==> src/rtl/exu_wbu_pkg.sv <==
// exu_wbu_pkg: shared encodings and helpers for the write-back unit
package exu_wbu_pkg;
  localparam logic [1:0] WB_NONE = 2'd0;
  localparam logic [1:0] WB_ALU = 2'd1;
  localparam logic [1:0] WB_MEM = 2'd2;
  localparam logic [2:0] LD_LB = 3'b000;
  localparam logic [2:0] LD_LH = 3'b001;
  localparam logic [2:0] LD_LW = 3'b010;
  localparam logic [2:0] LD_LD = 3'b011;
  localparam logic [2:0] LD_LBU = 3'b100;
  localparam logic [2:0] LD_LHU = 3'b101;
  localparam logic [2:0] LD_LWU = 3'b110;
  localparam logic [2:0] LD_FULL = 3'b111;
  typedef enum logic [1:0] {S_IDLE, S_WAIT_MEM, S_WRITE} state_t;
  // log2 of the access size in bytes; LD and 111 both collapse to a full-XLEN access
  function automatic logic [1:0] ld_size(input logic [2:0] fmt, input int xlen);
    return fmt[1:0] == 2'b11 ? (xlen == 64 ? 2'd3 : 2'd2) : fmt[1:0];
  endfunction
endpackage

==> src/rtl/exu_wbu_if.sv <==
// exu_wbu_if: EXU request, LSU read data and GPR write port of the write-back unit
interface exu_wbu_if #(
  parameter int XLEN = 32,
  parameter int REG_ADDR_W = 5
);
  localparam int OFF_W = $clog2(XLEN / 8);
  logic in_valid;
  logic in_ready;
  logic [1:0] wb_sel;
  logic [REG_ADDR_W-1:0] rd;
  logic [XLEN-1:0] alu_result;
  logic [2:0] ld_fmt;
  logic [OFF_W-1:0] ld_off;
  logic mem_r_valid;
  logic [XLEN-1:0] mem_r;
  logic gpr_w_en;
  logic [REG_ADDR_W-1:0] gpr_w_addr;
  logic [XLEN-1:0] gpr_w_data;
  logic wb_done;
  logic err_misalign;
  logic err_timeout;
  modport master (
    output in_valid, wb_sel, rd, alu_result, ld_fmt, ld_off, mem_r_valid, mem_r,
    input in_ready, gpr_w_en, gpr_w_addr, gpr_w_data, wb_done, err_misalign, err_timeout
  );
  modport slave (
    input in_valid, wb_sel, rd, alu_result, ld_fmt, ld_off, mem_r_valid, mem_r,
    output in_ready, gpr_w_en, gpr_w_addr, gpr_w_data, wb_done, err_misalign, err_timeout
  );
endinterface

==> src/rtl/exu_ld_fmt.sv <==
// exu_ld_fmt: selects the load lane from the aligned read word and extends it
module exu_ld_fmt
  import exu_wbu_pkg::*;
#(
  parameter int XLEN = 32,
  localparam int OFF_W = $clog2(XLEN / 8)
) (
  input  logic [XLEN-1:0]  mem_r,
  input  logic [2:0]       ld_fmt,
  input  logic [OFF_W-1:0] ld_off,
  output logic [XLEN-1:0]  data
);
  logic [1:0] sz;
  logic [OFF_W-1:0] lane;
  logic [6:0] pad;
  logic sx;
  logic [XLEN-1:0] up;
  logic signed [XLEN-1:0] ext;
  // move the lane to the top, then shift back arithmetically or logically
  always_comb begin
    sz = ld_size(ld_fmt, XLEN);
    lane = (ld_off >> sz) << sz;
    pad = 7'(XLEN - (8 << sz));
    sx = (ld_fmt == LD_LB || ld_fmt == LD_LH || ld_fmt == LD_LW) && pad != '0;
    up = (mem_r >> {lane, 3'b000}) << pad;
    ext = $signed(up) >>> pad;
    data = sx ? ext : up >> pad;
  end
endmodule

==> src/rtl/exu_wbu.sv <==
// exu_wbu: write-back unit retiring ALU results and formatted loads into the GPR file
module exu_wbu
  import exu_wbu_pkg::*;
#(
  parameter int XLEN = 32,
  parameter int REG_ADDR_W = 5,
  parameter int MEM_TIMEOUT = 255,
  localparam int OFF_W = $clog2(XLEN / 8),
  localparam int CNT_W = $clog2(MEM_TIMEOUT + 1)
) (
  input logic clk,
  input logic rst,
  exu_wbu_if.slave bus
);
  state_t state, state_nx;
  logic [CNT_W-1:0] cnt;
  logic [REG_ADDR_W-1:0] rd_q;
  logic [2:0] fmt_q;
  logic [OFF_W-1:0] off_q;
  logic [XLEN-1:0] ld_data;
  logic acc, mis, timeout, abort, alu_wr, mem_wr, w_en_nx, done_nx;
  exu_ld_fmt #(.XLEN(XLEN)) u_ld_fmt (
    .mem_r(bus.mem_r),
    .ld_fmt(fmt_q),
    .ld_off(off_q),
    .data(ld_data)
  );
  // state register
  always_ff @(posedge clk) state <= rst ? S_IDLE : state_nx;
  // next state: misaligned loads bypass the memory wait, valid data beats the timeout
  always_comb begin
    acc = bus.in_valid && state == S_IDLE;
    mis = bus.wb_sel == WB_MEM
      && (bus.ld_off & OFF_W'((1 << ld_size(bus.ld_fmt, XLEN)) - 1)) != '0;
    timeout = cnt == CNT_W'(MEM_TIMEOUT - 1);
    state_nx = state == S_IDLE ? (acc ? (bus.wb_sel == WB_MEM && !mis ? S_WAIT_MEM : S_WRITE) : S_IDLE)
      : state == S_WAIT_MEM ? (bus.mem_r_valid ? S_WRITE : timeout ? S_IDLE : S_WAIT_MEM)
      : S_IDLE;
  end
  // outputs: next values of the registered write port and retirement pulse
  always_comb begin
    bus.in_ready = state == S_IDLE;
    abort = state == S_WAIT_MEM && !bus.mem_r_valid && timeout;
    alu_wr = acc && bus.wb_sel == WB_ALU && bus.rd != '0;
    mem_wr = state == S_WAIT_MEM && bus.mem_r_valid && rd_q != '0;
    w_en_nx = alu_wr || mem_wr;
    done_nx = state_nx == S_WRITE || abort;
  end
  // request latch, wait counter, GPR write port and sticky error flags
  always_ff @(posedge clk) begin
    if (rst) begin
      cnt <= '0;
      rd_q <= '0;
      fmt_q <= '0;
      off_q <= '0;
      bus.gpr_w_en <= 1'b0;
      bus.gpr_w_addr <= '0;
      bus.gpr_w_data <= '0;
      bus.wb_done <= 1'b0;
      bus.err_misalign <= 1'b0;
      bus.err_timeout <= 1'b0;
    end else begin
      cnt <= state == S_WAIT_MEM && !bus.mem_r_valid ? cnt + 1'b1 : '0;
      if (acc) begin
        rd_q <= bus.rd;
        fmt_q <= bus.ld_fmt;
        off_q <= bus.ld_off;
      end
      bus.gpr_w_en <= w_en_nx;
      bus.wb_done <= done_nx;
      if (w_en_nx) begin
        bus.gpr_w_addr <= alu_wr ? bus.rd : rd_q;
        bus.gpr_w_data <= alu_wr ? bus.alu_result : ld_data;
      end
      bus.err_misalign <= bus.err_misalign || (acc && mis);
      bus.err_timeout <= bus.err_timeout || abort;
    end
  end
endmodule

==> src/flat_wrapper.sv <==
// flat-port wrapper written by rule: the top's interface ports become plain ports
module exu_wbu_flat import exu_wbu_pkg::*;
#(
  parameter int XLEN = 32,
  parameter int REG_ADDR_W = 5,
  parameter int MEM_TIMEOUT = 255,
  localparam int OFF_W = $clog2(XLEN / 8),
  localparam int CNT_W = $clog2(MEM_TIMEOUT + 1)
)
  (clk, rst, bus_in_valid, bus_wb_sel, bus_rd, bus_alu_result, bus_ld_fmt, bus_ld_off, bus_mem_r_valid, bus_mem_r, bus_in_ready, bus_gpr_w_en, bus_gpr_w_addr, bus_gpr_w_data, bus_wb_done, bus_err_misalign, bus_err_timeout);
  exu_wbu_if #(.XLEN(XLEN), .REG_ADDR_W(REG_ADDR_W)) bus_i ();
  input logic clk;
  input logic rst;
  input wire logic [$bits(bus_i.in_valid)-1:0] bus_in_valid;
  input wire logic [$bits(bus_i.wb_sel)-1:0] bus_wb_sel;
  input wire logic [$bits(bus_i.rd)-1:0] bus_rd;
  input wire logic [$bits(bus_i.alu_result)-1:0] bus_alu_result;
  input wire logic [$bits(bus_i.ld_fmt)-1:0] bus_ld_fmt;
  input wire logic [$bits(bus_i.ld_off)-1:0] bus_ld_off;
  input wire logic [$bits(bus_i.mem_r_valid)-1:0] bus_mem_r_valid;
  input wire logic [$bits(bus_i.mem_r)-1:0] bus_mem_r;
  output wire logic [$bits(bus_i.in_ready)-1:0] bus_in_ready;
  output wire logic [$bits(bus_i.gpr_w_en)-1:0] bus_gpr_w_en;
  output wire logic [$bits(bus_i.gpr_w_addr)-1:0] bus_gpr_w_addr;
  output wire logic [$bits(bus_i.gpr_w_data)-1:0] bus_gpr_w_data;
  output wire logic [$bits(bus_i.wb_done)-1:0] bus_wb_done;
  output wire logic [$bits(bus_i.err_misalign)-1:0] bus_err_misalign;
  output wire logic [$bits(bus_i.err_timeout)-1:0] bus_err_timeout;
  assign bus_i.in_valid = bus_in_valid;
  assign bus_i.wb_sel = bus_wb_sel;
  assign bus_i.rd = bus_rd;
  assign bus_i.alu_result = bus_alu_result;
  assign bus_i.ld_fmt = bus_ld_fmt;
  assign bus_i.ld_off = bus_ld_off;
  assign bus_i.mem_r_valid = bus_mem_r_valid;
  assign bus_i.mem_r = bus_mem_r;
  assign bus_in_ready = bus_i.in_ready;
  assign bus_gpr_w_en = bus_i.gpr_w_en;
  assign bus_gpr_w_addr = bus_i.gpr_w_addr;
  assign bus_gpr_w_data = bus_i.gpr_w_data;
  assign bus_wb_done = bus_i.wb_done;
  assign bus_err_misalign = bus_i.err_misalign;
  assign bus_err_timeout = bus_i.err_timeout;
  exu_wbu #(.XLEN(XLEN), .REG_ADDR_W(REG_ADDR_W), .MEM_TIMEOUT(MEM_TIMEOUT)) u_core (.clk(clk), .rst(rst), .bus(bus_i));
endmodule
==> config.mk <==
export PLATFORM = sky130hd
export DESIGN_NAME = exu_wbu_flat
export DESIGN_NICKNAME = d
export VERILOG_FILES = /design/src/rtl/exu_wbu_pkg.sv /design/src/rtl/exu_wbu_if.sv /design/src/rtl/exu_ld_fmt.sv /design/src/rtl/exu_wbu.sv /design/src/flat_wrapper.sv
export SDC_FILE = /design/constraint.sdc
export NUM_CORES = 1
export LEC_CHECK = 0
export ABC_CLOCK_PERIOD_IN_PS = 2400
export BUFFER_PORTS_ARGS = -buffer_cell sky130_fd_sc_hd__buf_4
export CORE_MARGIN = 4
export CORE_UTILIZATION = 45
export CTS_BUF_LIST = sky130_fd_sc_hd__clkbuf_4 sky130_fd_sc_hd__clkbuf_8 sky130_fd_sc_hd__clkbuf_16
export CTS_CLUSTER_SIZE = 40
export DETAILED_ROUTE_END_ITERATION = 12
export PLACE_DENSITY = 0.83
export SYNTH_ARGS = -nofsm -noshare
export SYNTH_HDL_FRONTEND = slang
export SYNTH_SLANG_ARGS = --single-unit
export TNS_END_PERCENT = 20
==> constraint.sdc <==
create_clock -name clk -period 2.4 [get_ports clk]
set_input_delay 0.24 -clock clk [delete_from_list [all_inputs] [get_ports clk]]
set_output_delay 0.24 -clock clk [all_outputs]
set_load 0.1 [all_outputs]
==> results.ini <==
[synthesis]
synthDistinctLibCells=63
ys_seq_area_share_pct=37.70
ys_ff_latch=61
synth_edf_count=0
syn_nets=479
yosysWarnings=0
synthFlopType=dfxtp_1
syn_area_per_cell_um2=8.160
synth_cells=397
synthArstFlopShare_pct=0
syn-cell-area_um2=3239

[clock_tree]
clk_pin_slew_ns=0.08
clock-sinks=61
htreeDepth=3
cts_tree=yes
clk_path_buf_depth=2
root_buffer=clkbuf_8
clk_latency_ns=0.35
numCtsBuffers=9
postCtsSetupBuffers=0

[drt]
avgRoutedWirePerCell_um=17.46
drt_iter0_markers=358
wl_met1_um=4280
met3_length_um=964
ant_nets=0
num_vias=3631
totalWireLength_um=10580
drc=0
firstDrtPassIters=5
viasPerCell=5.992
wl_met2_um=5084
dr.max_layer_used=met4

[timing]
fin_crit_ns=2.130
relSlewSlack_pct=49.19
setup_tns_ns=0
final_hold_viol_count=0
skew_ns=0.009223
tightest_slew_ns=0.7578
grt_setup_unrepaired=false
max_freq_mhz=469.4
setup_viol=0
post-route-period-util_pct=88.77
drv_slew=0

[grt]
grt_pass1_wl_um=16530
grtUsageTotal_pct=23.84
globalRoute.totalOverflow=0
grt_pass1_vias=3405
grt_max_degree=56
antenna_found_initial=0

[placed_design]
postPlaceCellArea_um2=4188
portBuffers=121
gp_congestion=0.8949
dp_hpwl_um=7817

[critical_path]
worst_path_max_delay_cell=o31ai_2
cp_data_required_time_ns=2.66
r2r-start=u_core.off_q[0]$_SDFFE_PP0P_
criticalPathCategory=reg -> reg
endpoint_kind=register
crit_path_cell_trace=nor2b_2 > o31ai_2 > o31ai_2 > buf_4 > a221oi_1 > o31ai_1
cp-start-kind=register
crit_path_max_fanout=13
slowest_delay_ns=0.45
ff2ff_path_depth=6
cpMostUsedCell=o31ai_2
critPathArrivalTime_ns=2.39
worstSetupStartpoint=u_core.off_q[0]$_SDFFE_PP0P_

[final_layout]
area_growth_syn_to_layout_pct=35.26
fin_area_um2=4382
drive_gt1_share_pct=32.35
nets=589
diodes=0

[die]
coreArea_um2=6907
rows=30
die_h_um=92.85
dieWidth_um=92.85
start_util_pct=46.90
num_io_pins=122
die_area_um2=8620

[worst_hold_path]
hold_depth=3
hp-class=in -> reg
hold_start=bus_alu_result[15]

[run_status]
outcome=finished clean

[power]
peakVddDrop_mv=0.2973
p_per_area_nw_per_um2=616.0
leakagePower_nw=1.806

[flow_run]
max_cap_viol_count=0

[report_power, final]
group / internal (mW) / switching [mW] / leakage [nW]
Clock: 0.494 / 0.400 / 0.0902
Combinational: 0.255 / 0.465 / 1.22
Sequential: 1.05 / 0.0329 / 0.496
[registers in the layout (all words and copies together) (netlist names)]
signal / flops
u_core.bus.gpr_w_en: 1
u_core.fmt_q: 3
u_core.cnt: 8
u_core.bus.wb_done: 1
u_core.bus.err_misalign: 1
u_core.state: 2
u_core.bus.err_timeout: 1
u_core.off_q: 2
u_core.bus.gpr_w_data: 32
u_core.rd_q: 5
u_core.bus.gpr_w_addr: 5
[per-stage QoR]
| stage | hold slack, ns | util, % | power [mW] | cells | setup WS (ns) |
|---|---|---|---|---|---|
| floorplan | 0.3760 | - | 1.586 | 397 | 0.4156 |
| global placement | 0.4400 | 60.63 | 1.807 | 592 | 0.2391 |
| detailed placement | 0.4456 | 60.63 | 1.818 | 592 | 0.1620 |
| CTS | 0.1438 | 63.35 | 2.693 | 606 | 0.1499 |
| global route | 0.1638 | 63.44 | 2.788 | 606 | 0.1178 |
| finish | 0.1470 | 63.44 | 2.699 | 606 | 0.2696 |
[layout by cell type, fill, tap and decap left out, types with 6 or more instances in the layout]
| cell | n |
|---|---|
| a21oi_1 | 45 |
| a22oi_1 | 13 |
| o31ai_1 | 13 |
| a221oi_1 | 15 |
| nand2_1 | 66 |
| nor3_1 | 9 |
| nor2_1 | 25 |
| clkbuf_8 | 10 |
| dfxtp_1 | 61 |
| inv_1 | 10 |
| o21ai_0 | 13 |
| buf_4 | 132 |
| nand3_1 | 6 |
[logic make-up (layout without fill, tap and decap cells)]
group	Yosys count	count (layout)	synth area share, %
AOI/OAI and AO/OA	146	146	31.36
xor gates and xnor gates	6	6	1.622
and+or+nand+nor	135	135	20.08
adders and majority gates	2	2	0.7724
DFF	61	61	37.70
buffers and inverters	44	157	6.373
muxes	3	3	2.086
[metal layers]
layer | GRT usage, % | vias to the layer above
li1 | - | 1692
met1 | 29.88 | 1711
met2 | 39.23 | 204
met3 | 5.605 | 24
met4 | 9.768 | 0
met5 | 0 | -
[worst max-delay path: cells and delay by family (launching register included)]
| kind | cells | cell delay, ns |
|---|---|---|
| AOI/OAI and AO/OA | 4 | 0.96 |
| buffers and inverters | 1 | 0.28 |
| and+or+nand+nor | 1 | 0.38 |
| DFF | 1 | 0.42 |
[layout make-up]
cell class / instances / area (um2)
Sequential cell: 61 / 1221
Inverter: 11 / 41.29
Timing Repair Buffer: 132 / 991.0
Clock inverter: 4 / 50.05
Multi-Input combinational cell: 292 / 1821
Clock buffer: 10 / 137.6
Tap cell: 96 / 120.1
Fill cell: 643 / 2525
[worst paths after layout]
path	slack, ns	end
worst max-delay path	0.27	u_core.bus.gpr_w_data[24]$_SDFFE_PP0P_
worst min-delay path	0.15	u_core.bus.gpr_w_data[15]$_SDFFE_PP0P_
worst max register to register	0.27	u_core.bus.gpr_w_data[24]$_SDFFE_PP0P_
worst min register to register	0.46	u_core.bus.gpr_w_data[14]$_SDFFE_PP0P_
[synthesized netlist by cell type (6+ instances only)]
cell	count	area, um2
a21oi_1	45	225.2
nand2_1	66	247.7
nor2_1	26	97.59
a221oi_1	15	131.4
o31ai_1	13	97.59
nor3_1	9	45.04
buf_2	9	45.04
dfxtp_1	61	1221
o21ai_0	13	65.06
a22oi_1	13	97.59
inv_1	10	37.54
nand3_1	6	30.03
clkbuf_1	17	63.81
[what timing repair did]
| item | CTS | global route |
|---|---|---|
| setup endpoints to repair | 0 | 7 |
| resized for setup | 0 | 2 |
| hold buffers | 0 | 0 |
Power figures use the tool's default switching activity.
